File: src/rtl/intt_sched_if.sv
// Sequencer-to-datapath bundle for the inverse NTT engine: start/done handshake,
// coefficient memory read/write ports, twiddle index and butterfly mode.
interface intt_sched_if;
  logic       start_NTT;
  logic       done_NTT;
  logic       busy;
  logic       rd_en;
  logic [7:0] rd_addr0;
  logic [7:0] rd_addr1;
  logic [7:0] tw_idx;
  logic       bf_mode;
  logic       wr_en;
  logic [7:0] wr_addr0;
  logic [7:0] wr_addr1;
  logic [3:0] stage;

  modport master (
    input  start_NTT,
    output done_NTT, busy, rd_en, rd_addr0, rd_addr1, tw_idx, bf_mode,
           wr_en, wr_addr0, wr_addr1, stage
  );

  modport slave (
    output start_NTT,
    input  done_NTT, busy, rd_en, rd_addr0, rd_addr1, tw_idx, bf_mode,
           wr_en, wr_addr0, wr_addr1, stage
  );
endinterface

File: src/rtl/intt_sched.sv
// Stage sequencer / address generator for the 256-point Dilithium inverse NTT.
// Define INTT_SCALE_EN to append the n^-1 scaling pass (stage 8) after stage 7.
//
// state | meaning
// IDLE  | waiting for start_NTT
// RUN   | one butterfly (or scale pair) read per cycle, b = 0..127
// DRAIN | PIPE_LAT cycles with no reads so the stage's writes land first
// DONE  | single-cycle done_NTT pulse
module intt_sched #(
  parameter int PIPE_LAT = 4,
  parameter int N_LOG    = 8
) (
  input  logic         clk,
  input  logic         rst_n,
  intt_sched_if.master bus
);
  localparam int         HALF        = 1 << (N_LOG - 1);
  localparam logic [6:0] B_LAST      = 7'(HALF - 1);
  localparam logic [3:0] DRAIN_INIT  = 4'(PIPE_LAT - 1);
  localparam logic [3:0] SCALE_STAGE = 4'd8;
`ifdef INTT_SCALE_EN
  localparam logic [3:0] LAST_STAGE  = 4'd8;
`else
  localparam logic [3:0] LAST_STAGE  = 4'd7;
`endif

  typedef enum logic [1:0] {IDLE, RUN, DRAIN, DONE} state_t;

  state_t     state, state_nxt;
  logic [6:0] b, b_nxt;
  logic [3:0] stage_q, stage_nxt;
  logic [3:0] dcnt, dcnt_nxt;

  always_ff @(posedge clk) begin
    if (!rst_n) begin
      state   <= IDLE;
      b       <= '0;
      stage_q <= '0;
      dcnt    <= '0;
    end else begin
      state   <= state_nxt;
      b       <= b_nxt;
      stage_q <= stage_nxt;
      dcnt    <= dcnt_nxt;
    end
  end

  always_comb begin
    state_nxt = state;
    b_nxt     = b;
    stage_nxt = stage_q;
    dcnt_nxt  = dcnt;
    case (state)
      IDLE: begin
        if (bus.start_NTT) begin
          state_nxt = RUN;
          b_nxt     = '0;
          stage_nxt = '0;
        end
      end
      RUN: begin
        b_nxt = b + 7'd1;
        if (b == B_LAST) begin
          state_nxt = DRAIN;
          dcnt_nxt  = DRAIN_INIT;
          b_nxt     = '0;
        end
      end
      DRAIN: begin
        if (dcnt == 4'd0) begin
          if (stage_q == LAST_STAGE) begin
            state_nxt = DONE;
          end else begin
            state_nxt = RUN;
            stage_nxt = stage_q + 4'd1;
          end
        end else begin
          dcnt_nxt = dcnt - 4'd1;
        end
      end
      DONE: begin
        state_nxt = IDLE;
        stage_nxt = '0;
      end
      default: state_nxt = IDLE;
    endcase
  end

  // Address split: g = group, o = offset inside group, len = 1 << s.
  logic [2:0] s;
  logic [7:0] len, g, o, ad0, ad1, tw;
  logic       rd_en_c, is_scale;

  always_comb begin
    s        = stage_q[2:0];
    len      = 8'd1 << s;
    g        = {1'b0, b} >> s;
    o        = {1'b0, b} & (len - 8'd1);
    ad0      = (g << ({1'b0, s} + 4'd1)) + o;
    ad1      = ad0 + len;
    tw       = 8'((9'd256 >> s) - 9'd1) - g;
    rd_en_c  = (state == RUN);
    is_scale = (stage_q == SCALE_STAGE);
  end

  logic       wr_sr  [PIPE_LAT];
  logic [7:0] wa0_sr [PIPE_LAT];
  logic [7:0] wa1_sr [PIPE_LAT];

  // Runs every cycle (including DRAIN); cleared on reset so no stale write escapes.
  always_ff @(posedge clk) begin
    if (!rst_n) begin
      for (int i = 0; i < PIPE_LAT; i++) begin
        wr_sr[i]  <= 1'b0;
        wa0_sr[i] <= '0;
        wa1_sr[i] <= '0;
      end
    end else begin
      wr_sr[0]  <= rd_en_c;
      wa0_sr[0] <= bus.rd_addr0;
      wa1_sr[0] <= bus.rd_addr1;
      for (int i = 1; i < PIPE_LAT; i++) begin
        wr_sr[i]  <= wr_sr[i-1];
        wa0_sr[i] <= wa0_sr[i-1];
        wa1_sr[i] <= wa1_sr[i-1];
      end
    end
  end

  assign bus.busy     = (state != IDLE);
  assign bus.done_NTT = (state == DONE);
  assign bus.stage    = stage_q;
  assign bus.rd_en    = rd_en_c;
  assign bus.rd_addr0 = !rd_en_c ? 8'd0 : (is_scale ? {b, 1'b0} : ad0);
  assign bus.rd_addr1 = !rd_en_c ? 8'd0 : (is_scale ? {b, 1'b1} : ad1);
  assign bus.tw_idx   = (rd_en_c && !is_scale) ? tw : 8'd0;
  assign bus.bf_mode  = rd_en_c && is_scale;
  assign bus.wr_en    = wr_sr[PIPE_LAT-1];
  assign bus.wr_addr0 = wa0_sr[PIPE_LAT-1];
  assign bus.wr_addr1 = wa1_sr[PIPE_LAT-1];
endmodule

File: src/flat_wrapper.sv
// flat-port wrapper written by rule: the top's interface ports become plain ports
module intt_sched_flat 
#(
  parameter int PIPE_LAT = 4,
  parameter int N_LOG    = 8
)
  (clk, rst_n, bus_start_NTT, bus_done_NTT, bus_busy, bus_rd_en, bus_rd_addr0, bus_rd_addr1, bus_tw_idx, bus_bf_mode, bus_wr_en, bus_wr_addr0, bus_wr_addr1, bus_stage);
  intt_sched_if bus_i ();
  input  logic clk;
  input  logic rst_n;
  input wire logic [$bits(bus_i.start_NTT)-1:0] bus_start_NTT;
  output wire logic [$bits(bus_i.done_NTT)-1:0] bus_done_NTT;
  output wire logic [$bits(bus_i.busy)-1:0] bus_busy;
  output wire logic [$bits(bus_i.rd_en)-1:0] bus_rd_en;
  output wire logic [$bits(bus_i.rd_addr0)-1:0] bus_rd_addr0;
  output wire logic [$bits(bus_i.rd_addr1)-1:0] bus_rd_addr1;
  output wire logic [$bits(bus_i.tw_idx)-1:0] bus_tw_idx;
  output wire logic [$bits(bus_i.bf_mode)-1:0] bus_bf_mode;
  output wire logic [$bits(bus_i.wr_en)-1:0] bus_wr_en;
  output wire logic [$bits(bus_i.wr_addr0)-1:0] bus_wr_addr0;
  output wire logic [$bits(bus_i.wr_addr1)-1:0] bus_wr_addr1;
  output wire logic [$bits(bus_i.stage)-1:0] bus_stage;
  assign bus_i.start_NTT = bus_start_NTT;
  assign bus_done_NTT = bus_i.done_NTT;
  assign bus_busy = bus_i.busy;
  assign bus_rd_en = bus_i.rd_en;
  assign bus_rd_addr0 = bus_i.rd_addr0;
  assign bus_rd_addr1 = bus_i.rd_addr1;
  assign bus_tw_idx = bus_i.tw_idx;
  assign bus_bf_mode = bus_i.bf_mode;
  assign bus_wr_en = bus_i.wr_en;
  assign bus_wr_addr0 = bus_i.wr_addr0;
  assign bus_wr_addr1 = bus_i.wr_addr1;
  assign bus_stage = bus_i.stage;
  intt_sched #(.PIPE_LAT(PIPE_LAT), .N_LOG(N_LOG)) u_core (.clk(clk), .rst_n(rst_n), .bus(bus_i));
endmodule
File: config.mk
export PLATFORM = sky130hd
export DESIGN_NAME = intt_sched_flat
export DESIGN_NICKNAME = d
export VERILOG_FILES = /design/src/rtl/intt_sched_if.sv /design/src/rtl/intt_sched.sv /design/src/flat_wrapper.sv
export SDC_FILE = /design/constraint.sdc
export NUM_CORES = 1
export LEC_CHECK = 0
export ABC_AREA = 1
export CELL_PAD_IN_SITES_DETAIL_PLACEMENT = 1
export CELL_PAD_IN_SITES_GLOBAL_PLACEMENT = 1
export CORE_ASPECT_RATIO = 1.5
export CORE_UTILIZATION = 44
export DETAILED_ROUTE_END_ITERATION = 10
export PLACE_DENSITY = 0.84
export SETUP_SLACK_MARGIN = 0.15
export SLEW_MARGIN = 20
export SYNTH_ARGS = -nofsm -noshare
export SYNTH_HDL_FRONTEND = slang
export SYNTH_SLANG_ARGS = --single-unit
export TNS_END_PERCENT = 50
File: constraint.sdc
create_clock -name clk -period 10.2 [get_ports clk]
set_clock_uncertainty 0.2 [all_clocks]
set_input_delay 2.55 -clock clk [delete_from_list [all_inputs] [get_ports clk]]
set_output_delay 2.55 -clock clk [all_outputs]
set_load 0.1 [all_outputs]
# --- Word-level counts from Yosys, hierarchy flattened ---
# Memories as Yosys holds them, arrays and structs flattened.
# Cells that the tools add are included.
word_totals:
  regBits: 17
  mem_bits_rw: 68
  inputBits: 3
  output_inout_bits: 49
  elab_cells: 91
  mem_count: 3
classes:
  add_sub_neg: 9
  eq_ne: 11
  n_shift: 4
  n_mux: 34
  bitwise_logic: 13
  reduce_logical: 13
memory_table:
  columns: ["name", "words", "word_bits", "rd", "rd_ports_with_merged_regs", "wr", "line", "rtl"]
  rows:
  - ["u_core.wa0_sr", 4, 8, 4, 0, 4, "intt_sched.sv:107", "logic [7:0] wa0_sr [PIPE_LAT];"]
  - ["u_core.wa1_sr", 4, 8, 4, 0, 4, "intt_sched.sv:108", "logic [7:0] wa1_sr [PIPE_LAT];"]
  - ["u_core.wr_sr", 4, 1, 4, 0, 4, "intt_sched.sv:106", "logic wr_sr [PIPE_LAT];"]
ops:
  columns: ["operator", "count"]
  rows:
  - ["$mux W8", 13]
  - ["$mux W4", 5]
  - ["$add A8 B8 Y8", 2]
  - ["$sub A8 B1 Y8 const B", 2]
  - ["$mux W7", 2]
  - ["$pmux W7 S2", 1]
  - ["$or A1 B1 Y1", 12]
  - ["$pmux W4 S3", 1]
  - ["$shr A9 B3 Y8 const A", 1]
  - ["$and A7 B8 Y8", 1]
  - ["$mux W2", 4]
  - ["$ne A2 B2 Y1 const B", 4]
  - ["$pmux W2 S4", 1]
  - ["$pmux W4 S2", 1]
  - ["$shl A1 B3 Y8 const A", 1]
  - ["$shl A8 B4 Y8", 1]
  - ["$shr A7 B3 Y8", 1]
  - ["$sub A8 B8 Y8", 1]
  - ["$add A7 B1 Y7 const B", 1]
  - ["$eq A7 B7 Y1 const B", 1]
  - ["$mux W1", 6]
  - ["$reduce_and A3 Y1", 2]
  - ["$reduce_bool A2 Y1", 3]
  - ["$add A3 B1 Y4 const B", 1]
  - ["14 further kinds", 16]

# --- Logic depth before layout (Yosys ltp) ---
# Gate-level depths: netlist of run 1.
logic_depth:
  depth_word: 8
  depth_mapped: 34

# --- Worst setup path after synthesis of run 1 ---
# No wires, ideal clock.
synth_path:
  path_kind: "flip-flop to output port"
  startpoint: "register u_core.stage_q[0] (netlist: u_core.bus.stage[0])"
  endpoint: "output port bus_rd_addr1[4]"
  t_arrival_ps: 5227
  required_ps: 7450
  slack_ps: 2223
  stages_incl_launch_ff: 22
  n_path_buf: 3
  cell_sequence: "dfxtp_1 > buf_6 > inv_6 > buf_6 > ha_1 > buf_6 > inv_1 > nand2_1 > nor2_1 > ha_1 > inv_1 > fa_1 > nor2_1 > nor2_1 > o21bai_1 > xor2_1 > inv_1 > ha_1 > inv_1 > a21oi_1 > o21a_1 > nor2_1"
synth_via:
  elab_chain_len: 7
  word_cells_on_any_way: 11
synth_rtl:
  columns: ["element", "line", "rtl"]
  rows:
  - ["start: declaration", "intt_sched.sv:31", "logic [3:0] stage_q, stage_nxt;"]
  - ["start signal: assignment", "intt_sched.sv:43", "stage_q <= stage_nxt;"]
  - ["$shl A1 B3 Y8", "intt_sched.sv:96", "len = 8'd1 << s;"]
  - ["$sub A8 B1 Y8", "intt_sched.sv:98", "o = {1'b0, b} & (len - 8'd1);"]
  - ["$and A7 B8 Y8", "intt_sched.sv:98", null]
  - ["$add A8 B8 Y8", "intt_sched.sv:99", "ad0 = (g << ({1'b0, s} + 4'd1)) + o;"]
  - ["$add A8 B8 Y8", "intt_sched.sv:100", "ad1 = ad0 + len;"]
  - ["$mux W8 * (2 in series)", "intt_sched.sv:135", "assign bus.rd_addr1 = !rd_en_c ? 8'd0 : (is_scale ? {b, 1'b1} : ad1);"]
  - ["end: declaration", "flat_wrapper.sv:16", "output wire logic [$bits(bus_i.rd_addr1)-1:0] bus_rd_addr1;"]
# Mark *: on every way between the ends. The rest lies on a longest branch, timed or not.

# --- Final worst setup path of run 1 ---
layout_path:
  startpoint: "register u_core.stage_q[0] (netlist: u_core.bus.stage[0])"
  endpoint: "output port bus_rd_addr1[7]"
# Same word-level chain as after synthesis.

==> results of run 1 <==
routing by layer:
layer,part of all wire [%],up-vias,track usage (%),routed length (µm)
met5,0,-,0,0
met4,6.8,0,17.35,861
met3,2.4,50,3.992,310
met2,53,89,47.25,6803
met1,37,1999,23.19,4740
li1,-,2093,-,-
state kept, by name, indices dropped and copies added, names as in the netlist:
name / count
u_core.wa0_sr: 32
u_core.wa1_sr: 32
u_core.b: 7
u_core.bus.stage: 4
u_core.dcnt: 4
u_core.wr_sr: 4
u_core.state: 2
kinds of logic (layout without fill, tap and decap cells):
| logic type | after synthesis | count (layout) | synth area share [%] |
|---|---|---|---|
| and+or+nand+nor | 287 | 287 | 28.73 |
| AOI/OAI and AO/OA | 80 | 80 | 10.22 |
| DFF | 85 | 85 | 36.66 |
| adders and majority gates | 34 | 34 | 9.488 |
| buffers and inverters | 156 | 207 | 13.77 |
| xor gates and xnor gates | 6 | 6 | 1.132 |
cells in the mapped netlist (6+ instances only):
master    instances
inv_2             7
nor3_1           19
o21ai_0          27
nor2_1           56
inv_1           130
dfxtp_1          85
clkbuf_1          7
nand2_2           9
nand2_1         134
ha_1             32
a21oi_1          28
o21ai_1           8
nand3_1          33
nor2_2            6
nand3_2          10
worst register-to-register path: stages, from the launching register on:
cell and delay, ps:
dfxtp_1 910, inv_6 190, ha_1 480, inv_1 240
nand2_1 110, nor2_1 140, ha_1 190, inv_1 60
fa_1 390, nor2_1 200, nor2_1 60, o21bai_1 200
nand2_1 80, nand2_1 60, a21oi_1 70, or2_1 240
nand2_1 70, ha_1 270, a21oi_1 170, o21a_1 160
nand2_1 60, nand2_1 60, nand2_1 70, inv_1 50
nand3_1 70, nand3_1 70, nand2_1 90, nor2_2 100
placed cells by master, fill, tap and decap left out, types with 2 or more instances in the layout:
master	synthesis	layout
a21oi_1	28	28
o21ai_2	2	2
nand4_1	3	3
o21ai_1	8	8
clkbuf_16	0	9
nand3_1	33	33
inv_6	2	5
o21bai_1	2	2
nand2_2	9	9
nor3_2	2	2
inv_2	7	7
nor2_1	56	56
nor3_1	19	19
or2_2	3	3
nand3_2	10	10
a211oi_1	3	3
o21a_1	5	5
xor2_1	5	5
nor2_2	6	6
nand2_1	134	134
fa_1	2	2
clkdlybuf4s50_1	0	50
ha_1	32	32
o21ai_0	27	27
dfxtp_1	85	85
nor3b_1	4	4
inv_1	130	130
final cells by class:
| class | instances | area (µm²) |
|---|---|---|
| flip-flops and latches | 85 | 1702 |
| fillers | 1325 | 4663 |
| clock buffers | 10 | 239.0 |
| inverters | 140 | 535.5 |
| multi-input cells | 407 | 2301 |
| well taps | 141 | 176.4 |
| repair buffers | 51 | 505.5 |
| clock inverters | 6 | 68.82 |
metrics by stage:
stage          hold slack, ps  instance area (µm²)  util, %
6_report                211.4                 5528    54.24
3_5_place_dp            199.0                 5220    51.22
3_3_place_gp            191.7                 5220    51.22
4_1_cts                 212.0                 5528    54.24
2_1_floorplan           186.4                 4642        -
5_1_grt                 228.2                 5528    54.24
worst max-delay path by stage:
stage | startpoint | to | slack, ps | cells past startpoint
CTS | u_core.bus.stage[0]$_SDFFE_PN0P_ | bus_rd_addr1[7] | 1170 | 28
detailed placement | u_core.bus.stage[0]$_SDFFE_PN0P_ | bus_rd_addr1[7] | 1550 | 28
global route | u_core.bus.stage[0]$_SDFFE_PN0P_ | bus_rd_addr1[7] | 720 | 28
finish | u_core.bus.stage[0]$_SDFFE_PN0P_ | bus_rd_addr1[7] | 1140 | 28
global placement | u_core.bus.stage[0]$_SDFFE_PN0P_ | bus_rd_addr1[7] | 1910 | 28
floorplan | u_core.bus.stage[0]$_SDFFE_PN0P_ | bus_rd_addr1[4] | 2220 | 21
==> results.py, run 1 <==
metrics = {
    "finish": {
        "nNetsFinal": 731,
        "antenna-diode-count": 0,
        "drive_gt1_share_pct": 9.299,
        "syn_to_final_growth_pct": 19.08,
        "fin_cells": 840,
    },
    "worst_setup_path": {
        "path_max_fanout": 20,
        "r2r-start": "u_core.bus.stage[0]$_SDFFE_PN0P_",
        "r2r_setup_slack_ps": 5050,
        "endpoint_kind": "output pin",
        "setup.worst_path.start_class": "flop",
        "crit_family": "buffers and inverters",
        "critical_path_class": "flop to output pin",
        "arrival_ps": 6310,
        "critical_path.max_stage_delay_ps": 1120,
        "critPathRequiredTime_ps": 7450,
        "slowest_stage": "clkdlybuf4s50_1",
        "crit_path_frequent_cell": "nand2_1",
        "worst-path-buf-inv": 6,
        "reg2reg_depth": 27,
        "rr_endpoint": "u_core.wa1_sr[0][7]$_SDFF_PN0_",
    },
    "clocking": {
        "holdBufCountCts": 0,
        "cts_setup_buffers": 0,
        "htree_levels": 3,
        "cts_sinks": 85,
        "cts_tree": "yes",
        "numCtsBuffers": 9,
        "clkTransAtPathRegs_ps": 60,
        "clk_path_buf_depth": 2,
        "clk_latency_ps": 330,
        "cts.repair.resized": 0,
        "cts-root-buf": "clkbuf_16",
    },
    "global_routing": {
        "antenna_found_initial": 0,
        "grt_pass1_wl_mm": 21.07,
        "grt_max_degree": 61,
        "grt_util_all_layers_pct": 24.66,
        "grt_overflow": 0,
        "grt_pass1_vias": 4507,
    },
    "yosys": {
        "synth_edf_count": 0,
        "netlist_area_um2": 4642,
        "avgSynthCellArea_um2": 7.164,
        "synth_cells": 648,
        "ys_async_sr_fraction_pct": 0,
        "synthFlopType": "dfxtp_1",
        "synth.area.top_cells": "dfxtp_1 37%, nand2_1 11%, inv_1 11%",
        "yosys.area.top_type_share_pct": 36.66,
        "ys_seq_area_share_pct": 36.66,
        "ys_seq_elements": 85,
        "synth_area_leader_cell": "dfxtp_1",
        "yosysWarnings": 0,
        "synth.distinct_cells": 46,
        "synth_fp_nets": 685,
    },
    "drt": {
        "first_iter_violations": 157,
        "vias_per_cell": 5.037,
        "drtAntennaViolNets": 0,
        "wirelength_mm": 12.72,
        "via_count": 4231,
        "post_drt_wl_per_cell_um": 15.14,
        "drcViolationCount": 0,
        "dr.pass1.iters": 4,
    },
    "placement": {
        "io_buffers": 51,
        "dp_slack_ps": 1550,
        "place_hpwl_mm": 9.805,
        "place.gp.congestion": 1.095,
        "dp.cells": 824,
    },
    "outcome": {
        "status": "finished clean",
    },
    "min_path": {
        "holdCritStartpoint": "u_core.wr_sr[0]$_DFF_P_",
        "hold_end": "u_core.wr_sr[1]$_DFF_P_",
        "min_path_cells": 2,
        "hold_class": "flop to flop",
    },
    "timing": {
        "period_share_pct": 88.84,
        "slew_violations": 0,
        "setup_viol": 0,
        "max_freq_ghz": 0.1104,
        "worst_slack_ps": 1138,
        "rsz0062_at_grt": "no",
        "hold_viol_final": 0,
        "slew_headroom_pct": 33.70,
        "tightest_slew_ps": 994.6,
        "fin_tns_setup_ps": 0,
        "fin_crit_ps": 9062,
    },
    "flow_run": {
        "maxCapViolCount": 0,
    },
    "floorplanning": {
        "boundaryPins": 52,
        "start_util_pct": 45.55,
        "die_x_um": 85.87,
        "num_rows": 45,
        "die_y_um": 127.8,
        "dieArea_um2": 10970,
        "core_um2": 10190,
    },
}
Power of run 1 is not shown: default switching activity piles up to over one toggle a cycle in this logic, so the estimate is an artifact.
==> inputs of run 2 (changes only) <==
--- a/config.mk
+++ b/config.mk
@@ -12,7 +12,6 @@
 export CORE_UTILIZATION = 44
 export DETAILED_ROUTE_END_ITERATION = 10
 export PLACE_DENSITY = 0.84
-export SETUP_SLACK_MARGIN = 0.15
 export SLEW_MARGIN = 20
 export SYNTH_ARGS = -nofsm -noshare
 export SYNTH_HDL_FRONTEND = slang
==> results of run 2 <==
No change in the layout: final DEF, timing and power equal those of run 1.
Power of run 2 is left out for the same reason.
==> inputs of run 3 (changes only) <==
--- a/config.mk
+++ b/config.mk
@@ -6,12 +6,14 @@
 export NUM_CORES = 1
 export LEC_CHECK = 0
 export ABC_AREA = 1
+export CAP_MARGIN = 20
 export CELL_PAD_IN_SITES_DETAIL_PLACEMENT = 1
 export CELL_PAD_IN_SITES_GLOBAL_PLACEMENT = 1
 export CORE_ASPECT_RATIO = 1.5
 export CORE_UTILIZATION = 44
 export DETAILED_ROUTE_END_ITERATION = 10
 export PLACE_DENSITY = 0.84
+export SKIP_LAST_GASP = 1
 export SLEW_MARGIN = 20
 export SYNTH_ARGS = -nofsm -noshare
 export SYNTH_HDL_FRONTEND = slang
==> results of run 3 <==
No change in the layout: final DEF, timing and power equal those of run 1.
Power of run 3 is left out for the same reason.
==> RTL change 1 (flow settings as in run 2) <==
`PIPE_LAT` is set to 4 in 2 places; all go to 8.
--- a/src/rtl/intt_sched.sv
+++ b/src/rtl/intt_sched.sv
@@ -8,5 +8,5 @@
 // DONE  | single-cycle done_NTT pulse
 module intt_sched #(
-  parameter int PIPE_LAT = 4,
+  parameter int PIPE_LAT = 8,
   parameter int N_LOG    = 8
 ) (
--- a/src/flat_wrapper.sv
+++ b/src/flat_wrapper.sv
@@ -2,5 +2,5 @@
 module intt_sched_flat 
 #(
-  parameter int PIPE_LAT = 4,
+  parameter int PIPE_LAT = 8,
   parameter int N_LOG    = 8
 )
Behaviour: not the same (Yosys sat finds a counterexample within 10 cycles, from zero or initial values and one cycle with rst_n low).
==> RTL change 1 against run 2 <==
Area after synthesis increased by 37%; worst setup slack improved by 0.043 ns; routed wire length increased by 39%; cell area increased by 36%; register-to-register slack improved by 0.09 ns; critical endpoint unchanged; first-iteration DRC count increased by 7.6%; sequential cell count increased by 68.
==> RTL change 1: results <==
INSERT INTO impl_metrics (metric_group, metric, value, unit) VALUES
('outcome', 'status', 'completed', ''),
('setup_path', 'worstRegToRegCells', '26', ''),
('routing', 'via_count', '5182', ''),
('place', 'dpl_cell_area', '0.00689', 'mm²'),
('global_route', 'globalRouteTotalUtil', '25.1', '%'),
('place', 'place.detailed.hpwl', '11700', 'µm'),
('place', 'place.detailed.instances', '1059', ''),
('yosys', 'ys_top_cells_by_count', '219 x sky130_fd_sc_hd__nand2_1, 195 x sky130_fd_sc_hd__inv_1, 153 x sky130_fd_sc_hd__dfxtp_1', ''),
('clocking', 'cts_buffers', '17', ''),
('layout', 'drive_above_1_share', '6.23', '%'),
('setup_path', 'crit_arrival', '6.27', 'ns'),
('routing', 'drt_iter0_drc', '169', ''),
('yosys', 'netlist-cell-type-count', '44', ''),
('global_route', 'first_global_vias', '5572', ''),
('global_route', 'grt_max_degree', '90', ''),
('layout', 'largestRegisters', 'u_core.wa0_sr (64), u_core.wa1_sr (64), u_core.wr_sr (8)', ''),
('global_route', 'grt_first_pass_wirelength', '28100', 'µm'),
('place', 'pre_cts_slack', '1.62', 'ns'),
('layout', 'flow.area_growth_from_synthesis', '17.7', '%'),
('setup_path', 'path_max_fanout', '22', ''),
('layout', 'design.final.nets', '916', ''),
('min_path', 'holdPathEnd', 'u_core.wa0_sr[0][13]$_SDFF_PN0_', ''),
('yosys', 'ys_seq_area_share', '48.1', '%'),
('routing', 'vias_per_cell', '4.75', ''),
('timing', 'timing.max_slew.rel_slack', '32.7', '%');
[RTL change 1: cell count changes after synthesis, moves of 6 or more]
cell                       change
sky130_fd_sc_hd__inv_1        +65
sky130_fd_sc_hd__ha_1          -8
sky130_fd_sc_hd__clkbuf_1     +10
sky130_fd_sc_hd__dfxtp_1      +68
sky130_fd_sc_hd__buf_4        +15
sky130_fd_sc_hd__nand3_2       -8
sky130_fd_sc_hd__nor3_1        -6
sky130_fd_sc_hd__nand2_1      +85
sky130_fd_sc_hd__nand2_2       -6
[RTL change 1: metrics by stage]
step	total power [mW]	hold WS (ns)
final	1.62	0.210
after global placement	0.992	0.192
after global routing	1.69	0.227
after detailed placement	0.996	0.201
after CTS	1.63	0.213
after floorplan	0.908	0.186
[RTL change 1: power by group through the flow]
stage,clock (mW),sequential (mW),combinational [mW]
3_5_place_dp,0,0.636,0.360
4_1_cts,0.642,0.623,0.363
5_1_grt,0.672,0.624,0.390
2_1_floorplan,0,0.640,0.268
3_3_place_gp,0,0.635,0.357
6_report,0.631,0.623,0.361
[RTL change 1: cells by family after synthesis]
logic type	Yosys count	share of synthesized area, %
simple gates	342	22.3
buf+inv	242	15.6
flops	153	48.1
compound gates	83	7.33
fa+ha+maj	27	5.66
xor+xnor	7	0.963
[RTL change 1: how the worst max path moves through the flow]
stage                                     start               to  slack (ns)  cells after the start
6_report       u_core.bus.stage[0]$_SDFFE_PN0P_  bus_rd_addr1[7]        1.18                     28
5_1_grt        u_core.bus.stage[0]$_SDFFE_PN0P_  bus_rd_addr1[7]        0.59                     28
4_1_cts        u_core.bus.stage[0]$_SDFFE_PN0P_  bus_rd_addr1[7]        1.16                     28
3_5_place_dp   u_core.bus.stage[0]$_SDFFE_PN0P_  bus_rd_addr1[7]        1.62                     28
3_3_place_gp   u_core.bus.stage[0]$_SDFFE_PN0P_  bus_rd_addr1[7]        1.74                     28
2_1_floorplan  u_core.bus.stage[0]$_SDFFE_PN0P_  bus_rd_addr1[7]        2.43                     30
[RTL change 1: critical path, delay by kind of cell, from the launching register on]
family / cells / cell delay (ns)
buf+inv: 7 / 1.79
compound gates: 5 / 0.68
fa+ha+maj: 4 / 1.29
flops: 1 / 0.89
simple gates: 12 / 1.23
[RTL change 1: layout make-up]
type	instances	share of cell area (%)
Clock inverter	14	2.17
Tap cell	192	3.21
Clock buffer	18	5.86
Timing Repair Buffer	52	6.88
Inverter	203	10.2
Multi-Input combinational cell	459	30.8
Sequential cell	153	40.9
[RTL change 1: routing by layer]
layer  part of all wire (%)  GRT usage, %  vias to the layer above  routed length, µm
met3                    2.2          4.59                       42                391
met1                     36          23.3                     2442               6340
met2                     56          49.8                      104               9940
met5                      0             0                        -                  0
li1                       -             -                     2594                  -
met4                    5.6          14.3                        0                981
==> RTL change 2 (config.mk and constraints of run 2) <==
Without the edit above. Reset style: asynchronous (`rst_n`), changed in 2 clocked blocks.
--- a/src/rtl/intt_sched.sv
+++ b/src/rtl/intt_sched.sv
@@ -32,5 +32,5 @@
   logic [3:0] dcnt, dcnt_nxt;
 
-  always_ff @(posedge clk) begin
+  always_ff @(posedge clk or negedge rst_n) begin
     if (!rst_n) begin
       state   <= IDLE;
@@ -109,5 +109,5 @@
 
   // Runs every cycle (including DRAIN); cleared on reset so no stale write escapes.
-  always_ff @(posedge clk) begin
+  always_ff @(posedge clk or negedge rst_n) begin
     if (!rst_n) begin
       for (int i = 0; i < PIPE_LAT; i++) begin
Behaviour: differs if rst_n is asserted again (counterexample within 4 cycles, from zero or initial values and one cycle with rst_n low); with rst_n held inactive, the same outputs for 10 cycles.
==> RTL change 2 against run 2 <==
Core utilization decreased by 1.6 points; cell area down 4.1%; area after synthesis down 2.1%; critical path depth rose by 3; count of clock-buffer cells in the layout is 1 lower; cell count fell by 21%; fmax grew 2.0%; via count shrank 15%; worst setup slack improved by 0.18 ns; routed wire length down 3.2%; sequential cell count unchanged.
Power is left out: the tool's default activity adds up to more than one toggle a clock period on the data nets, which glitch-free logic cannot reach.
==> RTL change 2: results <==
INSERT INTO impl_metrics (metric_group, metric, value, unit) VALUES
('yosys', 'ys_seq_area_share', '46.8', '%'),
('routing', 'm1WireLength', '4450', 'µm'),
('place', 'pre_cts_slack', '1.71', 'ns'),
('yosys', 'synth.area.top_cells', 'sky130_fd_sc_hd__dfrtp_1 47%, sky130_fd_sc_hd__ha_1 8.8%, sky130_fd_sc_hd__nand2_1 6.6%, sky130_fd_sc_hd__inv_1 5.5%, sky130_fd_sc_hd__a21oi_1 3.7%', ''),
('min_path', 'holdPathEnd', 'u_core.bus.wr_addr0[5]$_DFF_PN0_', ''),
('setup_path', 'worst_setup_path_startpoint', 'u_core.bus.stage[0]$_DFFE_PN0P_', ''),
('setup_path', 'worstRegToRegCells', '29', ''),
('global_route', 'grt_util_met2', '46.7', '%'),
('layout', 'final_cell_count_no_fill', '662', ''),
('timing', 'min_period', '8.88', 'ns'),
('place', 'place.detailed.instances', '647', ''),
('yosys', 'netlist-cell-type-count', '40', ''),
('layout', 'drive_above_1_share', '9.91', '%'),
('routing', 'drt_iter0_drc', '263', ''),
('min_path', 'hold_depth', '0', ''),
('routing', 'route.met3.wl', '512', 'µm'),
('outcome', 'status', 'completed', ''),
('global_route', 'globalRouteTotalUtil', '24.8', '%'),
('global_route', 'globalRouteMet1Util', '26.2', '%'),
('yosys', 'synth_async_sr_flop_share', '100', '%');
RTL change 2: changes by cell type after synthesis, sizes merged, moves of 4 or more:
| cell | delta |
|---|---|
| clkbuf | -7 |
| nand2 | -57 |
| a21oi | +9 |
| dfrtp | +85 |
| nor2 | -27 |
| nor3 | -11 |
| inv | -63 |
| dfxtp | -85 |
| buf | +18 |
| xor2 | +4 |
RTL change 2: kinds of logic after synthesis:
group | Yosys count | share of synthesized area, %
XOR/XNOR | 12 | 2.31
adder cells (fa/ha/maj) | 34 | 9.69
buffers and inverters | 103 | 10.7
AO/OA/AOI/OAI | 87 | 10.5
flip-flops | 85 | 46.8
AND/OR/NAND/NOR | 185 | 20.0
RTL change 2: layout make-up:
cell class	instances	area (µm²)
Fill cell	1183	4780
Sequential cell	85	2130
Multi-Input combinational cell	318	1930
Timing Repair Buffer	51	512
Inverter	76	288
Clock buffer	9	225
Tap cell	117	146
Clock inverter	6	72.6
